<file path="config.mk">
export PLATFORM = sky130hd
export DESIGN_NAME = exp_golomb_encoding
export DESIGN_NICKNAME = d
export VERILOG_FILES = /design/src/rtl/exp_golomb_encoding_pkg.sv /design/src/rtl/exp_golomb_encoding_code_gen.sv /design/src/rtl/exp_golomb_encoding.sv
export SDC_FILE = /design/constraint.sdc
export NUM_CORES = 1
export LEC_CHECK = 0
export CORE_MARGIN = 5
export CORE_UTILIZATION = 40
export CTS_BUF_LIST = sky130_fd_sc_hd__clkbuf_4
export DETAILED_ROUTE_END_ITERATION = 7
export PLACE_DENSITY_LB_ADDON = 0.05
export SYNTH_ARGS = -nofsm -noshare
export SYNTH_HDL_FRONTEND = slang
export SYNTH_SLANG_ARGS = --single-unit
</file>
<file path="constraint.sdc">
create_clock -name clk -period 3.1 [get_ports clk]
set_input_delay 0.93 -clock clk [delete_from_list [all_inputs] [get_ports clk]]
set_output_delay 0.93 -clock clk [all_outputs]
set_load 0.02 [all_outputs]
</file>
<file path="src/rtl/exp_golomb_encoding_pkg.sv">
// Shared types and widths for the Exp-Golomb bitstream encoder.
// Holds the enc_sel encodings, the FSM state encoding and the buffer geometry.
package exp_golomb_encoding_pkg;

    localparam int DATA_W = 8;
    localparam int CODE_W = 15;
    localparam int LEN_W  = 4;
    localparam int WORD_W = 16;
    localparam int BUF_W  = 31;

    typedef enum logic [1:0] {
        SEL_NONE = 2'b00,
        SEL_UE   = 2'b01,
        SEL_SE   = 2'b10,
        SEL_TE   = 2'b11
    } enc_sel_e;

    typedef enum logic [1:0] {
        ST_IDLE     = 2'd0,
        ST_PACK     = 2'd1,
        ST_WAIT_OUT = 2'd2
    } state_e;

endpackage

</file>
<file path="src/rtl/exp_golomb_encoding_code_gen.sv">
// Combinational Exp-Golomb codeword generator for ue/se values.
// The M leading zeros fall out of zero-extending codeNum+1 to 2M+1 bits.
module exp_golomb_code_gen
    import exp_golomb_encoding_pkg::*;
(
    input  logic [DATA_W-1:0] value,
    input  logic [1:0]        sel,
    output logic [CODE_W-1:0] codeword,
    output logic [LEN_W-1:0]  len,
    output logic              err
);

    logic [DATA_W-1:0] code_num;
    logic [DATA_W-1:0] neg_value;
    logic [DATA_W:0]   code_p1;
    logic [3:0]        msb_pos;

    always_comb begin
        neg_value = 8'd0 - value;
        code_num  = value;
        err       = 1'b0;
        case (sel)
            SEL_UE: begin
                code_num = value;
                err      = (value == 8'hFF);
            end
            SEL_SE: begin
                // positive values map to odd codes, zero and negatives to even codes
                if (!value[7] && (value != 8'd0))
                    code_num = {value[6:0], 1'b0} - 8'd1;
                else
                    code_num = {neg_value[6:0], 1'b0};
                err = (value == 8'h80);
            end
            default: begin
                code_num = 8'd0;
                err      = 1'b1;
            end
        endcase

        code_p1 = {1'b0, code_num} + 9'd1;
        msb_pos = 4'd0;
        for (int i = 0; i <= DATA_W; i++) begin
            if (code_p1[i])
                msb_pos = 4'(i);
        end

        len      = {msb_pos[2:0], 1'b1};
        codeword = {{(CODE_W-DATA_W-1){1'b0}}, code_p1};
    end

endmodule

</file>
<file path="src/rtl/exp_golomb_encoding.sv">
// Exp-Golomb ue/se encoder packing variable-length codes into 16-bit words.
// Pending bits sit right-aligned in a 31-bit buffer so 15 pending + 15 new never overflow.
module exp_golomb_encoding
    import exp_golomb_encoding_pkg::*;
(
    input  logic                clk,
    input  logic                reset_n,
    input  logic                enc_valid,
    output logic                enc_ready,
    input  logic [1:0]          enc_sel,
    input  logic [DATA_W-1:0]   enc_value,
    input  logic                flush_req,
    output logic [WORD_W-1:0]   out_word,
    output logic                out_valid,
    input  logic                out_ready,
    output logic [3:0]          bit_cnt,
    output logic                enc_err,
    output logic                flush_done
);

    state_e             state, state_nxt;
    logic [BUF_W-1:0]   pend_buf;
    logic               flush_flag;
    logic [CODE_W-1:0]  code_p0;
    logic [LEN_W-1:0]   len_p0;

    logic [CODE_W-1:0]  gen_code;
    logic [LEN_W-1:0]   gen_len;
    logic               gen_err;

    logic [4:0]         total;
    logic [3:0]         rem_cnt;
    logic [BUF_W-1:0]   merged;
    logic [BUF_W-1:0]   merged_sh;
    logic [BUF_W-1:0]   rem_mask;
    logic [WORD_W-1:0]  flush_word;

    exp_golomb_code_gen u_code_gen (
        .value    (enc_value),
        .sel      (enc_sel),
        .codeword (gen_code),
        .len      (gen_len),
        .err      (gen_err)
    );

    assign total      = {1'b0, bit_cnt} + {1'b0, len_p0};
    assign rem_cnt    = total[3:0];
    assign merged     = (pend_buf << len_p0) | {{(BUF_W-CODE_W){1'b0}}, code_p0};
    assign merged_sh  = merged >> rem_cnt;
    assign rem_mask   = (31'd1 << rem_cnt) - 31'd1;
    assign flush_word = pend_buf[WORD_W-1:0] << (5'd16 - {1'b0, bit_cnt});
    assign enc_ready  = (state == ST_IDLE);

    always_ff @(posedge clk or negedge reset_n) begin
        if (!reset_n)
            state <= ST_IDLE;
        else
            state <= state_nxt;
    end

    always_comb begin
        state_nxt = state;
        case (state)
            ST_IDLE: begin
                if (enc_valid)
                    state_nxt = gen_err ? ST_IDLE : ST_PACK;
                else if (flush_req && (bit_cnt != 4'd0))
                    state_nxt = ST_WAIT_OUT;
            end
            ST_PACK:     state_nxt = total[4] ? ST_WAIT_OUT : ST_IDLE;
            ST_WAIT_OUT: if (out_ready) state_nxt = ST_IDLE;
            default:     state_nxt = ST_IDLE;
        endcase
    end

    // Stage p0: accepted codeword held for the PACK cycle
    always_ff @(posedge clk) begin
        if ((state == ST_IDLE) && enc_valid && !gen_err) begin
            code_p0 <= gen_code;
            len_p0  <= gen_len;
        end
    end

    always_ff @(posedge clk or negedge reset_n) begin
        if (!reset_n) begin
            pend_buf   <= '0;
            bit_cnt    <= 4'd0;
            out_word   <= '0;
            out_valid  <= 1'b0;
            enc_err    <= 1'b0;
            flush_done <= 1'b0;
            flush_flag <= 1'b0;
        end else begin
            enc_err    <= 1'b0;
            flush_done <= 1'b0;
            case (state)
                ST_IDLE: begin
                    if (enc_valid) begin
                        enc_err <= gen_err;
                    end else if (flush_req) begin
                        if (bit_cnt != 4'd0) begin
                            out_word   <= flush_word;
                            out_valid  <= 1'b1;
                            flush_flag <= 1'b1;
                        end else begin
                            flush_done <= 1'b1;
                        end
                    end
                end
                ST_PACK: begin
                    if (total[4]) begin
                        out_word  <= merged_sh[WORD_W-1:0];
                        pend_buf  <= merged & rem_mask;
                        out_valid <= 1'b1;
                    end else begin
                        pend_buf  <= merged;
                    end
                    bit_cnt <= rem_cnt;
                end
                ST_WAIT_OUT: begin
                    if (out_ready) begin
                        out_valid <= 1'b0;
                        if (flush_flag) begin
                            pend_buf   <= '0;
                            bit_cnt    <= 4'd0;
                            flush_flag <= 1'b0;
                            flush_done <= 1'b1;
                        end
                    end
                end
                default: ;
            endcase
        end
    end

endmodule

</file>
Yosys cells after proc, flatten, opt, wreduce, memory -nomap -nowiden
Cells that the tools add are included.

$add $sub $neg: 6. Equal/unequal tests: 13. Shifts and indexed selects: 4. Mux-type cells: 43. Bitwise operators: 2. Reduce and logical (&&, ||, !) cells: 18.

Operator list (number): 31-bit two-way mux (3); 16-bit two-way mux (4); 31-bit case mux with 2 select lines (1); 16-bit case mux with 2 select lines (1); 31-bit AND (1); 31-bit by 9-bit bitwise OR with 31-bit output (1); 1-bit by 4-bit left shift with 31-bit output (first input constant) (1); 31-bit by 4-bit left shift with 31-bit output (1); 31-bit by 4-bit right shift with 16-bit output (1); 31-bit by 1-bit subtractor with 31-bit output (second input constant) (1); 8-bit == test (second input constant) (2); 8-bit case mux with 2 select lines (1); 16-bit by 5-bit left shift with 16-bit output (1); 1-bit two-way mux (14); 2-bit two-way mux (6); 3-bit two-way mux (4); 5-bit AND reduction (2); 8-bit by 1-bit adder with 9-bit output (second input constant) (1); 4-bit two-way mux (2); 8-bit two-way mux (1); 2-bit != test (second input constant) (4); 4-bit case mux with 2 select lines (1); 8-bit nonzero test (1); 8-bit by 1-bit subtractor with 8-bit output (second input constant) (1); other kinds (19) (30).

Flip-flop bits (word level): 69. Input port bits: 15. Word-level logic and storage cells: 96.

Longest topological paths before layout
Depth after elaboration: 12. Gate-level depth with buffers: 14. Depth with buffers taken out: 13.

Modules after synthesis
Synthesis repeated with hierarchy kept, for this count alone.

Cell total of the unflattened synthesis: 828. Area total of the unflattened synthesis: 7783.7 um2.

Modules (own cells, without submodules): exp_golomb_encoding (times used 1, cells an instance 715, area each 6911.6 um2, seq. area each 1996.9 um2); exp_golomb_code_gen (times used 1, cells an instance 113, area each 872.1 um2, seq. area each 0.0 um2).

Worst setup path before layout
Ideal clock, no wire load.

Path type: input to register. Start: input enc_value[1]. End: register len_p0[1] (data pin). Arrival: 3233 ps. Data required time: 2834 ps. Slack: -399 ps. Stages on the path: 13. Cells stage by stage: clkbuf_1 -> inv_1 -> ha_1 -> nor4b_4 -> a21oi_2 -> xnor2_1 -> a22oi_1 -> nor2_1 -> ha_1 -> nand3_1 -> or3_2 -> nor2_1 -> o22ai_1.

RTL lines: start, declared (RTL line exp_golomb_encoding.sv:11) `input logic [DATA_W-1:0] enc_value,`; parallel branches: the longest is 3 deep, another holds 8-bit by 1-bit subtractor with 8-bit output; 8-bit case mux with 2 select lines (*) (RTL line exp_golomb_encoding_code_gen.sv:22) `case (sel)`; 8-bit by 1-bit adder with 9-bit output (*) (RTL line exp_golomb_encoding_code_gen.sv:41) `code_p1 = {1'b0, code_num} + 9'd1;`; named net gen_code[8] (RTL line exp_golomb_encoding.sv:27) `logic [CODE_W-1:0] gen_code;`; end signal, assigned (RTL line exp_golomb_encoding.sv:80) `len_p0 <= gen_len;`; end, declared (RTL line exp_golomb_encoding.sv:25) `logic [LEN_W-1:0] len_p0;`.

Mark *: on every way through the listed nets, which the timed path passes. A chain may end at the register's enable or synchronous reset.

Final worst setup path
Start: input enc_value[2]. End: register len_p0[3] (data pin).

Word-level cells in the longest chain between the ends: 9.

Ends and longest elaborated chain: parallel branches: the longest is 3 deep, another holds 8-bit by 1-bit subtractor with 8-bit output; 8-bit case mux with 2 select lines (*) (RTL line exp_golomb_encoding_code_gen.sv:22); 8-bit by 1-bit adder with 9-bit output (*) (RTL line exp_golomb_encoding_code_gen.sv:41); 3-bit two-way mux (4 in series) (RTL line exp_golomb_encoding_code_gen.sv:44) `if (code_p1[i])`.

Mark *: on every way between the ends.

==> impl_metrics.prom <==
# TYPE chip_impl_metric gauge
chip_impl_info{name="status",value="finished, final reports clean"} 1
chip_impl_metric{name="ys_ff_latch",unit=""} 68
chip_impl_metric{name="max_freq",unit="MHz"} 330
chip_impl_metric{name="rr_worst_depth",unit=""} 8
chip_impl_info{name="worst_min_delay_path_category",value="in2async"} 1
chip_impl_metric{name="synth.top_cell.area_share",unit="%"} 20.2
chip_impl_info{name="commonest_register_cell_after_synthesis",value="dfrtp_1"} 1
chip_impl_metric{name="drtIter0Drc",unit=""} 481
chip_impl_metric{name="port_buffers",unit=""} 38
chip_impl_metric{name="chip_width",unit="um"} 142
chip_impl_info{name="most_common_cell_in_the_netlist",value="nand2_1"} 1
chip_impl_metric{name="drtAntennaViolNets",unit=""} 0
chip_impl_metric{name="hold_buffers",unit=""} 0
chip_impl_metric{name="leakagePower",unit="nW"} 3.52
chip_impl_metric{name="layout.core_utilization",unit="%"} 49.9
chip_impl_metric{name="fraction_of_synthesis_flops_using_an_asynchronous_set_or_reset_pin",unit="%"} 82.4
chip_impl_metric{name="post_synth_num_cell_types",unit=""} 82
chip_impl_metric{name="p_per_area",unit="nW/um^2"} 1120
chip_impl_metric{name="dpl_worst_slack",unit="ns"} -0.752
chip_impl_metric{name="report.final.setup_viol",unit=""} 0
chip_impl_info{name="synth_top_cell_by_area",value="dfrtp_1"} 1
chip_impl_metric{name="power",unit="mW"} 9.55
chip_impl_info{name="grt_setup_unrepaired",value="true"} 1
chip_impl_metric{name="routed_wirelength",unit="um"} 22800
chip_impl_metric{name="final_hold_viol_count",unit=""} 0
chip_impl_metric{name="fin_tns_setup",unit="ns"} 0
chip_impl_metric{name="i_o_pin_count",unit=""} 39
chip_impl_metric{name="crit_path_time_final",unit="ns"} 3.03
chip_impl_metric{name="cell_count_post_placement",unit=""} 1040
chip_impl_metric{name="min_period_over_period",unit="%"} 97.7
chip_impl_metric{name="place_congestion",unit=""} 0.930
chip_impl_metric{name="numClockSinks",unit=""} 68
chip_impl_metric{name="initial_core_util",unit="%"} 40.5
chip_impl_metric{name="worst_clock_skew",unit="ns"} 0.0237
chip_impl_metric{name="fraction_of_the_yosys_area_taken_by_sequential_cells",unit="%"} 25.4
chip_impl_metric{name="area_delta_synth_final",unit="%"} 23.3
chip_impl_metric{name="drv_slew",unit=""} 0
chip_impl_info{name="ctsRootBufferMaster",value="clkbuf_4"} 1
chip_impl_metric{name="grt_first_pass_wirelength",unit="um"} 36200
chip_impl_metric{name="power.ir.vdd_worst",unit="V"} 0.000810
chip_impl_metric{name="timing.slew.headroom",unit="%"} 51.7
chip_impl_metric{name="layout-drive-gt1-share",unit="%"} 30.5
chip_impl_metric{name="synthesized_area_fraction_occupied_by_ao_oa_aoi_and_oai_cells",unit="%"} 21.0
chip_impl_metric{name="count_of_inserted_antenna_diode_cells",unit=""} 0
chip_impl_metric{name="core",unit="sq um"} 17100
chip_impl_metric{name="filler_cell_count",unit=""} 1632
chip_impl_metric{name="max-clock-path-buffers",unit=""} 2
chip_impl_metric{name="number_of_warnings_reported_in_the_yosys_synthesis_log",unit=""} 0
chip_impl_metric{name="cts_buffers",unit=""} 9
chip_impl_info{name="crit_path_capture_type",value="register"} 1
chip_impl_metric{name="pin_count_of_the_biggest_net_entering_global_routing",unit=""} 39
chip_impl_metric{name="post_layout_nonfiller_instances",unit=""} 1060
chip_impl_metric{name="dp_hpwl",unit="um"} 18000
chip_impl_info{name="ys_top_cells_by_count",value="nand2_1, mux2i_1, nor2_1"} 1
chip_impl_metric{name="finish.net_count",unit=""} 859
chip_impl_metric{name="avgRoutedWirePerCell",unit="um"} 21.5
chip_impl_metric{name="ctsHtreeMaxLevel",unit=""} 3
chip_impl_metric{name="post_synth_and_or_nand_nor_area_fraction",unit="%"} 14.6
chip_impl_metric{name="count_of_vias_placed_by_the_detailed_router",unit=""} 6473
chip_impl_metric{name="drt_first_pass_iters",unit=""} 5
chip_impl_metric{name="cts.clk_slew.worst_paths",unit="ns"} 0.15
chip_impl_metric{name="synthMuxAreaShare",unit="%"} 28.7
chip_impl_metric{name="avgSynthCellArea",unit="sq um"} 9.40
chip_impl_metric{name="postSynthCellCount",unit=""} 737
chip_impl_metric{name="via_per_inst",unit=""} 6.11
chip_impl_metric{name="postSynthNetCount",unit=""} 766
chip_impl_info{name="crit_type",value="in2reg"} 1
chip_impl_metric{name="yosys.area_share.adder",unit="%"} 2.64
chip_impl_metric{name="holdWs",unit="ns"} 0.487
chip_impl_metric{name="stdcell_area",unit="sq um"} 8540
chip_impl_metric{name="finalWorstSetupSlack",unit="ns"} 0.0719
chip_impl_info{name="synth_top_family_by_area",value="multiplexers"} 1
chip_impl_metric{name="tightest_slew",unit="ns"} 0.724
chip_impl_metric{name="congestion_overflow_gr",unit=""} 0
chip_impl_metric{name="synthesis.area",unit="sq um"} 6930
chip_impl_metric{name="floorplan.die_area",unit="sq um"} 20100
chip_impl_metric{name="post_synth_xor_area_fraction",unit="%"} 1.39
chip_impl_metric{name="track_usage",unit="%"} 22.9
chip_impl_metric{name="row_count",unit=""} 48
chip_impl_metric{name="fp.dieH",unit="um"} 142
chip_impl_metric{name="drcViolationCount",unit=""} 0
chip_impl_metric{name="placed_area",unit="sq um"} 8180
chip_impl_metric{name="first_global_vias",unit=""} 6404
chip_impl_info{name="cts_tree",value="done"} 1
chip_impl_info{name="critPathLaunchType",value="primary input"} 1
chip_impl_metric{name="crit_required",unit="ns"} 3.43
chip_impl_metric{name="antenna_found_initial",unit=""} 0
chip_impl_metric{name="cap_viol_max_count",unit=""} 0
chip_impl_metric{name="worstPathArrival",unit="ns"} 3.35
chip_impl_metric{name="source_to_sink_clock_delay_at_the_later_pin_of_the_worst_skew_pair",unit="ns"} 0.47
chip_impl_info{name="synth.top_cells.by_area",value="dfrtp_1, mux4_2, mux2i_1"} 1
chip_impl_metric{name="post_synth_edffs",unit=""} 12
chip_impl_metric{name="timing.critical_path.fanout_max",unit=""} 5
## state kept, by name, summed over array words and instances (netlist names)
register and cells:
bit_cnt 4, code_p0 9, enc_err 1, flush_done 1, flush_flag 1, len_p0 3
out_valid 1, out_word 16, pend_buf 30, state 2
## worst max-delay path, stage by stage
cell           delay (ns)
dlygate4sd2_1        0.31
or3_4                0.44
or4_1                0.42
and2_1               0.17
o211ai_1             0.34
nand4b_1             0.18
mux2_4               0.36
a41oi_1              0.20
## final timing paths
kind	startpoint	endpoint	slack (ns)
worst min-delay path	reset_n	pend_buf[28]	0.49
worst max register to register	len_p0[1]	out_word[2]	0.09
worst max-delay path	enc_value[2]	len_p0[3]	0.07
max in group asynchronous	reset_n	bit_cnt[0]	1.93
worst min register to register	out_word[11]	out_word[11]	0.51
min in group clk	out_word[11]	out_word[11]	0.51
## cell type report
class	instances	area [sq um]	area share, %
sequential	68	1760	20.6
clock inverter	7	124	1.45
multi-input combinational	577	4930	57.7
inverter	30	120	1.41
clock buffer	9	67.6	0.791
tap	225	282	3.30
timing repair buffer	144	1260	14.7
## report_power, final
| group | total, mW | internal, mW | switching [mW] |
|---|---|---|---|
| combinational | 6.97 | 3.22 | 3.75 |
| sequential | 1.76 | 1.26 | 0.508 |
| clock | 0.820 | 0.413 | 0.407 |
## placed cells by master, fill, tap and decap left out, types with 9 or more instances in the layout
cell type	n
buf_4	98
nand2_1	65
mux2i_1	58
nor2_1	56
dfrtp_1	55
mux4_2	42
o21ai_0	38
a21oi_1	36
clkdlybuf4s50_1	28
inv_1	26
mux2_2	25
nand3_1	22
a31oi_1	13
edfxtp_1	12
a32o_1	9
a211oi_1	9
clkbuf_4	9
## cells by family after synthesis
group | after synthesis
simple gates | 208
compound gates | 207
mux | 137
buf+inv | 92
flops | 68
fa+ha+maj | 14
xor+xnor | 11
## routing by layer
layer	vias to the layer above	part of all wire [%]	GRT usage (%)
li1	3007	-	-
met1	3211	45	32.0
met2	212	47	36.9
met3	43	5.7	4.15
met4	0	2.2	5.76
met5	-	0	0
## repair_timing
action	in CTS	in global routing
gates resized for setup	23	23
setup endpoints to repair	13	14
buffers inserted	2	2
pin swaps	7	5
(Power assumes the default switching activity.)
